## src/rtl/ysyx_24080006_pkg.sv

```systemverilog
// Shared definitions for the load/store unit.
//   lsu_state_e   : controller states
//   F3_*          : funct3 encodings for access size / signedness
//   AXI_RESP_OKAY : the only AXI response treated as success
package ysyx_24080006_pkg;

  typedef enum logic [2:0] {
    IDLE    = 3'd0,
    RD_ADDR = 3'd1,
    RD_DATA = 3'd2,
    WR_ADDR = 3'd3,
    WR_RESP = 3'd4,
    DONE    = 3'd5
  } lsu_state_e;

  localparam logic [2:0] F3_B  = 3'b000;
  localparam logic [2:0] F3_H  = 3'b001;
  localparam logic [2:0] F3_W  = 3'b010;
  localparam logic [2:0] F3_BU = 3'b100;
  localparam logic [2:0] F3_HU = 3'b101;

  localparam logic [1:0] AXI_RESP_OKAY = 2'b00;

endpackage

```

## src/rtl/ysyx_24080006_lsu_fmt.sv

```systemverilog
// Combinational data formatting for 32-bit loads and stores.
// Ports:
//   funct3  in  3   access size / sign
//   addr_lo in  2   byte lane offset (address bits [1:0])
//   sdata   in  32  raw store data (rs2)
//   rdata   in  32  raw bus read data
//   wdata   out 32  store data replicated onto the addressed lanes
//   wstrb   out 4   byte strobes for the store
//   ldata   out 32  load data shifted down and sign/zero extended
module ysyx_24080006_lsu_fmt
  import ysyx_24080006_pkg::*;
(
  input  logic [2:0]  funct3,
  input  logic [1:0]  addr_lo,
  input  logic [31:0] sdata,
  input  logic [31:0] rdata,
  output logic [31:0] wdata,
  output logic [3:0]  wstrb,
  output logic [31:0] ldata
);

  logic [31:0] shifted;

  always_comb begin
    // Store: replicate the narrow datum over every lane so the strobe alone
    // selects the destination byte(s).
    wstrb = 4'b1111;
    wdata = sdata;
    case (funct3)
      F3_B: begin
        wstrb = 4'b0001 << addr_lo;
        wdata = {4{sdata[7:0]}};
      end
      F3_H: begin
        wstrb = 4'b0011 << addr_lo;
        wdata = {2{sdata[15:0]}};
      end
      default: ;
    endcase

    // Load: bring the addressed lane down to bit 0, then extend.
    shifted = rdata >> {addr_lo, 3'b000};
    case (funct3)
      F3_B:    ldata = {{24{shifted[7]}}, shifted[7:0]};
      F3_H:    ldata = {{16{shifted[15]}}, shifted[15:0]};
      F3_BU:   ldata = {24'd0, shifted[7:0]};
      F3_HU:   ldata = {16'd0, shifted[15:0]};
      default: ldata = shifted;
    endcase
  end

endmodule

```

## src/rtl/ysyx_24080006_lsu.sv

```systemverilog
// Load/store stage between execute and write-back.
// Accepts one op per in_valid/in_ready handshake, performs at most one
// AXI4-Lite beat for loads/stores, and presents the result plus the captured
// sideband fields on out_valid/out_ready.
// Ports:
//   clock, reset                 clock; synchronous active-high reset
//   in_valid/in_ready            upstream handshake
//   in_alu_res/in_sdata/in_funct3/in_load/in_store  op payload
//   in_pc..in_ecall              sideband, returned on out_* unchanged
//   out_valid/out_ready          downstream handshake
//   out_wdata/out_fault          load data (or alu result) and bus error flag
//   m_ar*/m_r*/m_aw*/m_w*/m_b*   AXI4-Lite master channels
module ysyx_24080006_lsu
  import ysyx_24080006_pkg::*;
#(
  parameter int XLEN  = 32,
  parameter int RD_W  = 4,
  parameter int CSR_W = 12
) (
  input  logic             clock,
  input  logic             reset,
  input  logic             in_valid,
  output logic             in_ready,
  input  logic [XLEN-1:0]  in_alu_res,
  input  logic [XLEN-1:0]  in_sdata,
  input  logic [2:0]       in_funct3,
  input  logic             in_load,
  input  logic             in_store,
  input  logic [XLEN-1:0]  in_pc,
  input  logic [XLEN-1:0]  in_dnpc,
  input  logic [RD_W-1:0]  in_rd_addr,
  input  logic             in_wb,
  input  logic             in_jump,
  input  logic             in_branch,
  input  logic [CSR_W-1:0] in_csr_addr,
  input  logic             in_csr_we,
  input  logic [XLEN-1:0]  in_csr_wdata,
  input  logic             in_ecall,
  output logic             out_valid,
  input  logic             out_ready,
  output logic [XLEN-1:0]  out_wdata,
  output logic             out_fault,
  output logic [XLEN-1:0]  out_pc,
  output logic [XLEN-1:0]  out_dnpc,
  output logic [RD_W-1:0]  out_rd_addr,
  output logic             out_wb,
  output logic             out_jump,
  output logic             out_branch,
  output logic [CSR_W-1:0] out_csr_addr,
  output logic             out_csr_we,
  output logic [XLEN-1:0]  out_csr_wdata,
  output logic             out_ecall,
  output logic             m_arvalid,
  input  logic             m_arready,
  output logic [XLEN-1:0]  m_araddr,
  input  logic             m_rvalid,
  output logic             m_rready,
  input  logic [XLEN-1:0]  m_rdata,
  input  logic [1:0]       m_rresp,
  output logic             m_awvalid,
  input  logic             m_awready,
  output logic [XLEN-1:0]  m_awaddr,
  output logic             m_wvalid,
  input  logic             m_wready,
  output logic [XLEN-1:0]  m_wdata,
  output logic [3:0]       m_wstrb,
  input  logic             m_bvalid,
  output logic             m_bready,
  input  logic [1:0]       m_bresp
);

  lsu_state_e state_reg, state_next;

  logic [XLEN-1:0]  alu_res_reg, sdata_reg, wdata_reg;
  logic [2:0]       funct3_reg;
  logic             fault_reg;
  logic             aw_done_reg, w_done_reg;
  logic [XLEN-1:0]  pc_reg, dnpc_reg, csr_wdata_reg;
  logic [RD_W-1:0]  rd_addr_reg;
  logic [CSR_W-1:0] csr_addr_reg;
  logic             wb_reg, jump_reg, branch_reg, csr_we_reg, ecall_reg;
  logic [XLEN-1:0]  ldata;

  // Addresses and write data come straight from capture registers, so they
  // cannot move while a valid is outstanding.
  ysyx_24080006_lsu_fmt u_fmt (
    .funct3  (funct3_reg),
    .addr_lo (alu_res_reg[1:0]),
    .sdata   (sdata_reg),
    .rdata   (m_rdata),
    .wdata   (m_wdata),
    .wstrb   (m_wstrb),
    .ldata   (ldata)
  );

  assign m_araddr = alu_res_reg;
  assign m_awaddr = alu_res_reg;

  always_comb begin
    state_next = state_reg;
    in_ready   = 1'b0;
    out_valid  = 1'b0;
    m_arvalid  = 1'b0;
    m_rready   = 1'b0;
    m_awvalid  = 1'b0;
    m_wvalid   = 1'b0;
    m_bready   = 1'b0;
    case (state_reg)
      IDLE: begin
        in_ready = 1'b1;
        if (in_valid)
          state_next = in_load ? RD_ADDR : (in_store ? WR_ADDR : DONE);
      end
      RD_ADDR: begin
        m_arvalid = 1'b1;
        if (m_arready) state_next = RD_DATA;
      end
      RD_DATA: begin
        m_rready = 1'b1;
        if (m_rvalid) state_next = DONE;
      end
      WR_ADDR: begin
        // AW and W retire independently; leave once both have been seen,
        // counting a handshake that completes in this very cycle.
        m_awvalid = !aw_done_reg;
        m_wvalid  = !w_done_reg;
        if ((aw_done_reg || m_awready) && (w_done_reg || m_wready))
          state_next = WR_RESP;
      end
      WR_RESP: begin
        m_bready = 1'b1;
        if (m_bvalid) state_next = DONE;
      end
      DONE: begin
        out_valid = 1'b1;
        if (out_ready) state_next = IDLE;
      end
      default: state_next = IDLE;
    endcase
  end

  always_ff @(posedge clock) begin
    if (reset) begin
      state_reg     <= IDLE;
      alu_res_reg   <= '0;
      sdata_reg     <= '0;
      wdata_reg     <= '0;
      funct3_reg    <= '0;
      fault_reg     <= 1'b0;
      aw_done_reg   <= 1'b0;
      w_done_reg    <= 1'b0;
      pc_reg        <= '0;
      dnpc_reg      <= '0;
      csr_wdata_reg <= '0;
      rd_addr_reg   <= '0;
      csr_addr_reg  <= '0;
      wb_reg        <= 1'b0;
      jump_reg      <= 1'b0;
      branch_reg    <= 1'b0;
      csr_we_reg    <= 1'b0;
      ecall_reg     <= 1'b0;
    end else begin
      state_reg <= state_next;
      case (state_reg)
        IDLE: if (in_valid) begin
          alu_res_reg   <= in_alu_res;
          sdata_reg     <= in_sdata;
          wdata_reg     <= in_alu_res;
          funct3_reg    <= in_funct3;
          fault_reg     <= 1'b0;
          aw_done_reg   <= 1'b0;
          w_done_reg    <= 1'b0;
          pc_reg        <= in_pc;
          dnpc_reg      <= in_dnpc;
          csr_wdata_reg <= in_csr_wdata;
          rd_addr_reg   <= in_rd_addr;
          csr_addr_reg  <= in_csr_addr;
          wb_reg        <= in_wb;
          jump_reg      <= in_jump;
          branch_reg    <= in_branch;
          csr_we_reg    <= in_csr_we;
          ecall_reg     <= in_ecall;
        end
        RD_DATA: if (m_rvalid) begin
          if (m_rresp != AXI_RESP_OKAY) begin
            // A failed load must not write back garbage into rd.
            fault_reg <= 1'b1;
            wdata_reg <= '0;
            wb_reg    <= 1'b0;
          end else begin
            wdata_reg <= ldata;
          end
        end
        WR_ADDR: begin
          aw_done_reg <= aw_done_reg | m_awready;
          w_done_reg  <= w_done_reg | m_wready;
        end
        WR_RESP: if (m_bvalid && (m_bresp != AXI_RESP_OKAY)) begin
          fault_reg <= 1'b1;
          wdata_reg <= '0;
        end
        default: ;
      endcase
    end
  end

  assign out_wdata     = wdata_reg;
  assign out_fault     = fault_reg;
  assign out_pc        = pc_reg;
  assign out_dnpc      = dnpc_reg;
  assign out_rd_addr   = rd_addr_reg;
  assign out_wb        = wb_reg;
  assign out_jump      = jump_reg;
  assign out_branch    = branch_reg;
  assign out_csr_addr  = csr_addr_reg;
  assign out_csr_we    = csr_we_reg;
  assign out_csr_wdata = csr_wdata_reg;
  assign out_ecall     = ecall_reg;

endmodule
```

## config.mk

```make
export PLATFORM = sky130hd
export DESIGN_NAME = ysyx_24080006_lsu
export DESIGN_NICKNAME = d
export VERILOG_FILES = /design/src/rtl/ysyx_24080006_pkg.sv /design/src/rtl/ysyx_24080006_lsu_fmt.sv /design/src/rtl/ysyx_24080006_lsu.sv
export SDC_FILE = /design/constraint.sdc
export NUM_CORES = 1
export LEC_CHECK = 0
export ABC_AREA = 0
export CAP_MARGIN = 20
export CORE_AREA = 2 2 191 193
export CTS_CLUSTER_SIZE = 28
export DETAILED_ROUTE_END_ITERATION = 12
export DIE_AREA = 0 0 193 195
export GPL_TIMING_DRIVEN = 0
export PLACE_DENSITY = 0.59
export SETUP_SLACK_MARGIN = 0.5
export SYNTH_ARGS = -nofsm -noshare
export SYNTH_HDL_FRONTEND = slang
export SYNTH_SLANG_ARGS = --single-unit
```

## constraint.sdc

```tcl
create_clock -name clock -period 3.25 [get_ports clock]
set_input_delay 0.975 -clock clock [delete_from_list [all_inputs] [get_ports clock]]
set_output_delay 0.975 -clock clock [all_outputs]
set_load 0.02 [all_outputs]
```

==> flow_summary_export.csv, run 1 <==
group,metric,value,unit
power,p_total,13.9,mW
clock_network,htree_levels,1,
critical_path,critPathLaunchType,"flop",
floorplan,rows,69,
clock_network,clock_latency,540,ps
sta,rsz0062_at_grt,"true",
clock_network,tritoncts,"done",
sta,finalCriticalPeriod,2970,ps
yosys,ys_types,51,
critical_path,cp_common_cell,"buf_6",
floorplan,core-area,35400,sq um
place,dp_hpwl,32.6,mm
critical_path,slowest_delay,310,ps
critical_path,critPathSlowestCell,"dfxtp_2",
place,place_area,14900,sq um
detailed_routing,drt_iter0_markers,488,
layout,drive_gt1_share,14.1,%
detailed_routing,vias,10300,
sta,timing.fmax,337,MHz
detailed_routing,wl,42.2,mm
power,power.density,852,nW/um^2
run_status,outcome,"finished clean",
place,pre_cts_ws,-235,ps
layout,diodes,0,
critical_path,worst-path-max-fanout,8,
global_routing,grt_pass1_vias,10100,
yosys,synth_edf_count,0,
critical_path,arrival,2000,ps
hold_path,hold_path.class,"flop to flop",
sta,hold_viol_final,0,
floorplan,fp.dieArea,37600,sq um
clock_network,cts_buffers,27,
layout,area_delta_synth_final,73.1,%
place,place_inst,2122,
power,p_leak,6.14,nW
global_routing,grt_usage,21.3,%
detailed_routing,wire_per_inst,19.2,um
global_routing,grt_max_degree,14,
yosys,netlist_area,9420,sq um
global_routing,grt_pass1_wl,61.3,mm
yosys,ys_async_sr_fraction,0,%
yosys,synthCells,1175,
sta,fin_crit_sh,91.4,%
detailed_routing,final_antenna_net_count,0,
critical_path,worstPathRequired,2270,ps
layout,fin_area,16300,sq um
floorplan,start_util,26.6,%
detailed_routing,drt-vias-per-instance,4.71,
detailed_routing,drc,0,
clock_network,clk_pin_slew_worst_paths,60,ps
yosys,synth_nets,1406,
floorplan,die_y,195,um
critical_path,crit_chain,"buf_6 > or2_4 > buf_8 > nor2_4 > buf_12 > mux2_4 > buf_6",
critical_path,endpoint_kind,"output port",
sta,fin_skew,5.64,ps
place,portBuffers,486,
power,peakVddDrop,0.534,mV
global_routing,grt_overflow,0,
floorplan,die_x,193,um
sta,setup_viol,0,
layout,layout.cells.non_filler,2193,
yosys,postSynthAreaPerCell,8.01,sq um
sta,worstMarginPinSlew,820,ps
sta,fin_ws,279,ps
yosys,ys.flop_type,"dfxtp_1",
clock_network,ctsHoldBuffers,0,
sta,slew_headroom,45.3,%
sta,drv_slew,0,
yosys,yosys_warnings,0,
detailed_routing,first_pass_iters,5,
global_routing,antenna_found_initial,1,
critical_path,worstSetupPathType,"flop to output port",
floorplan,pin_count,488,
yosys,synth_seq_cells,222,
clock_network,clk_path_buf_depth,3,
yosys,seq_area_frac_synth,47.2,%
place,gp_congestion,0.872,
flow_run,max_cap_violations,0,
clock_network,clockRootBuffer,"clkbuf_16",
clock_network,cts_num_sinks,222,
layout,nets,1943,
stage by stage:
step                      setup TNS, ps  utilization, %  hold slack (ps)
after floorplan                       0               -              434
after global placement           -13090            42.0              441
after detailed placement         -20110            42.0              446
after CTS                             0            45.3              453
after global routing                  0            46.1              467
final                                 0            46.1              452
synthesized netlist by cell type, types with 2 or more instances:
cell / count / area [sq um]
buf_2: 23 / 115
nand3_1: 2 / 10.0
a32oi_1: 15 / 131
dfxtp_1: 222 / 4440
mux2i_1: 18 / 180
nand3b_1: 10 / 75.1
mux2_2: 24 / 270
or2_2: 3 / 18.8
buf_1: 5 / 18.8
a211oi_1: 21 / 158
nand2b_1: 3 / 18.8
nor3b_1: 2 / 15.0
o211ai_1: 8 / 60.1
o21ai_0: 8 / 40.0
a211oi_2: 10 / 125
inv_1: 3 / 11.3
buf_4: 42 / 315
nor2b_1: 9 / 56.3
clkbuf_1: 63 / 236
nor2_1: 53 / 199
a22oi_1: 18 / 135
nor3_1: 5 / 25.0
a211o_1: 10 / 87.6
a21oi_1: 192 / 961
nand2_1: 378 / 1420
buf_6: 3 / 33.8
layout by cell type (no fill, tap or decap), drive strengths merged, types with 2 or more instances in the layout:
cell type,n
nor3b,2
clkdlybuf4s15,3
nor2,54
mux2i,18
a211oi,31
a31oi,2
clkbuf,105
nand3b,10
a32oi,15
nand3,2
dlygate4sd2,2
bufinv,4
or2,4
buf,122
nor3,7
a22oi,18
nand2,378
dfxtp,222
clkdlybuf4s50,451
inv,4
o21ai,8
nand2b,3
a211o,10
mux2,24
a21oi,192
clkinv,5
o211ai,8
nor2b,9
path summary, 6_finish.rpt:
check | to | cells past startpoint | slack, ps | startpoint
worst max register to register | m_araddr[24] | 7 | 1220 | state_reg[2]
worst min-delay path | out_csr_wdata[25] | 2 | 450 | out_csr_wdata[25]
worst min register to register | out_csr_wdata[25] | 2 | 450 | out_csr_wdata[25]
worst max-delay path | m_wdata[9] | 7 | 280 | funct3_reg[0]
critical path, delay by kind of cell, from the launching register on:
kind,cells,cell delay (ps)
muxes,1,310
DFF,1,310
and+or+nand+nor,2,320
buffers and inverters,4,510
routing by layer:
layer | wire length [um] | vias up | global-route usage [%]
li1 | - | 5003 | -
met1 | 17300 | 4851 | 26.4
met2 | 20200 | 410 | 36.6
met3 | 3420 | 64 | 4.78
met4 | 1270 | 0 | 6.31
met5 | 0 | - | 0
where the power goes:
group / internal, mW / switching (mW) / total (mW)
Sequential: 3.41 / 0.475 / 3.89
Clock: 2.04 / 1.24 / 3.28
Combinational: 2.96 / 3.76 / 6.72
timing repair:
item,CTS,global route
cloned,0,1
setup buffers,10,11
pin swaps,3,11
endpoints found under the setup margin,137,44
resized for setup,211,61
cell families (layout without fill, tap and decap cells):
kind of cell           Yosys count  count (layout)  share of synthesized area [%]
AO/OA/AOI/OAI                  294             294                           19.3
XOR/XNOR                         2               2                          0.186
multiplexers                    43              43                           5.02
flip-flops                     222             222                           47.2
buffers and inverters          139             696                           7.76
AND/OR/NAND/NOR                475             475                           20.6
cell type report:
cell class	count	area, sq um
Buffer	136	872
Clock buffer	39	811
Clock inverter	10	158
Fill cell	3546	19100
Inverter	3	11.3
Multi-Input combinational cell	814	4350
Sequential cell	222	4460
Tap cell	461	577
Timing Repair Buffer	508	5060
Note: power is estimated with default switching activity, not from simulation.
==> inputs of run 2 (changes only) <==
CELL_PAD_IN_SITES_DETAIL_PLACEMENT = 0   (was unset)
CELL_PAD_IN_SITES_GLOBAL_PLACEMENT = 1   (was unset)
PLACE_DENSITY = 0.8   (was 0.59)
==> run 2 against run 1 <==
  * Wire length is 0.25% higher
  * Register-to-register slack hardly changed
  * Non-clock buffer count is 7 lower
  * Setup slack worse by 2.2 ps
  * Flip-flop and latch count stayed put
  * Final cell count is 0.32% lower
  * Global-route usage is 0.27 points higher
  * Count of clock-buffer cells in the layout is 4 lower
==> flow_summary_export.csv, run 2 (synthesis gave the netlist of run 1 again) <==
group,metric,value,unit
run_status,outcome,"finished clean",
floorplan,die_x,193,um
clock_network,clockRootBuffer,"clkbuf_16",
critical_path,worstPathRequired,2270,ps
layout,area_delta_synth_final,71.7,%
hold_path,min_path_cells,2,
critical_path,crit_chain,"buf_6 > or2_4 > buf_8 > nor2_4 > buf_12 > mux2_4 > buf_6",
clock_network,tritoncts,"done",
clock_network,htree_levels,1,
critical_path,slowest_delay,320,ps
power,p_leak,6.09,nW
critical_path,arrival,2000,ps
clock_network,clk_pin_slew_worst_paths,60,ps
sta,rsz0062_at_grt,"true",
floorplan,pin_count,488,
sta,setup_viol,0,
power,peakVddDrop,0.470,mV
sta,finalCriticalPeriod,2970,ps
layout,nets,1936,
place,place_area,14900,sq um
sta,whs,452,ps
layout,finish.utilization,45.7,%
power,seq_power_share,27.9,%
floorplan,rows,69,
critical_path,critPathLaunchType,"flop",
detailed_routing,final_antenna_net_count,0,
power,p_sw,5.44,mW
layout,n_fill_cell,3591,
place,dp_hpwl,33.1,mm
global_routing,grt_pass1_wl,62.2,mm
critical_path,endpoint_kind,"output port",
sta,timing.fmax,336,MHz
critical_path,worstSetupPathType,"flop to output port",
global_routing,grt_max_degree,14,
floorplan,core-area,35400,sq um
sta,fin_skew,6.96,ps
sta,slew_headroom,40.6,%
global_routing,antenna_found_initial,2,
layout,fin_area,16200,sq um
critical_path,critPathSlowestCell,"mux2_4",
place,portBuffers,486,
detailed_routing,vias,10300,
place,place_inst,2122,
power,p_comb_share,47.6,%
power,switching_share,39.1,%
sta,hold_viol_final,0,
global_routing,grt_pass1_vias,10200,
detailed_routing,wl,42.3,mm
power,power.density,861,nW/um^2
power,power_frac_clock,24.6,%
clock_network,clock_latency,530,ps
floorplan,die_y,195,um
global_routing,grt_usage,21.5,%
critical_path,r2r_slack,1210,ps
power,internal_power,8.48,mW
flow_run,max_cap_violations,0,
hold_path,hold_path.class,"flop to flop",
clock_network,cts_buffers,27,
detailed_routing,first_pass_iters,8,
sta,drv_slew,0,
layout,mostFrequentLayoutCell,"clkdlybuf4s50_1",
power,p_total,13.9,mW
critical_path,reg2reg_depth,4,
global_routing,grt_overflow,0,
sta,fin_crit_sh,91.5,%
floorplan,start_util,26.6,%
layout,layout_common_cells,"clkdlybuf4s50_1 (451), nand2_1 (378), dfxtp_1 (212)",
critical_path,cp_common_cell,"buf_6",
detailed_routing,drt_iter0_markers,459,
layout,layout.cells.non_filler,2186,
floorplan,fp.dieArea,37600,sq um
sta,worstMarginPinSlew,890,ps
critical_path,worst-path-max-fanout,8,
detailed_routing,drc,0,
detailed_routing,drt-vias-per-instance,4.72,
clock_network,cts_num_sinks,222,
detailed_routing,wire_per_inst,19.3,um
place,gp_congestion,0.882,
clock_network,clk_path_buf_depth,3,
layout,drive_gt1_share,13.5,%
clock_network,ctsHoldBuffers,0,
[run 2: cell types whose count changed in the layout (fill, tap and decap cells not counted), sizes merged]
cell,delta
buf,-9
inv,-1
clkbuf,-3
bufinv,+3
diode,+1
dlygate4sd2,+1
clkinvlp,+3
clkinv,-2
[run 2: worst max-delay path: cells and delay by family, from the launching register on]
family        cells  cell delay (ps)
buf+inv           4              510
simple gates      2              320
mux               1              320
flops             1              310
[run 2: layout make-up]
type,count,area (sq um),share of cell area [%]
inverter,3,11.3,0.0696
buffer,136,871,5.39
multi-input combinational,814,4310,26.6
clock inverter,13,248,1.53
sequential,222,4460,27.6
tap,461,577,3.57
timing repair buffer,501,4930,30.5
antenna,1,2.50,0.0155
clock buffer,35,766,4.74
[run 2: worst paths after layout]
kind | from | to
max | funct3_reg[0] | m_wdata[15]
min | out_csr_addr[6] | out_csr_addr[6]
max reg2reg | state_reg[2] | out_wdata[20]
min reg2reg | out_csr_addr[6] | out_csr_addr[6]
[run 2: layer usage]
| layer | up-vias | GRT usage (%) | wire, um |
|---|---|---|---|
| li1 | 4993 | - | - |
| met1 | 4868 | 26.6 | 17300 |
| met2 | 387 | 36.8 | 20200 |
| met3 | 70 | 5.00 | 3320 |
| met4 | 2 | 7.01 | 1450 |
| met5 | - | 0 | 16 |
[run 2: timing repair]
action / in CTS / in global routing
buffers inserted: 11 / 4
cloned: 0 / 0
setup endpoints to repair: 138 / 65
pin swaps: 4 / 1
resized for setup: 212 / 23
[run 2: power groups by stage]
stage                     combinational, mW  clock (mW)  sequential (mW)
after floorplan                        2.86           0             4.49
after global placement                 6.40           0             3.89
after detailed placement               6.44           0             3.91
after CTS                              6.60        3.49             3.88
after global routing                   7.11        3.60             3.96
final                                  6.62        3.42             3.88
[run 2: per-stage QoR]
step	setup TNS [ps]	setup WS, ps
2_1_floorplan	0	628
3_3_place_gp	-23010	-297
3_5_place_dp	-24910	-317
4_1_cts	0	230
5_1_grt	0	226
6_report	0	277
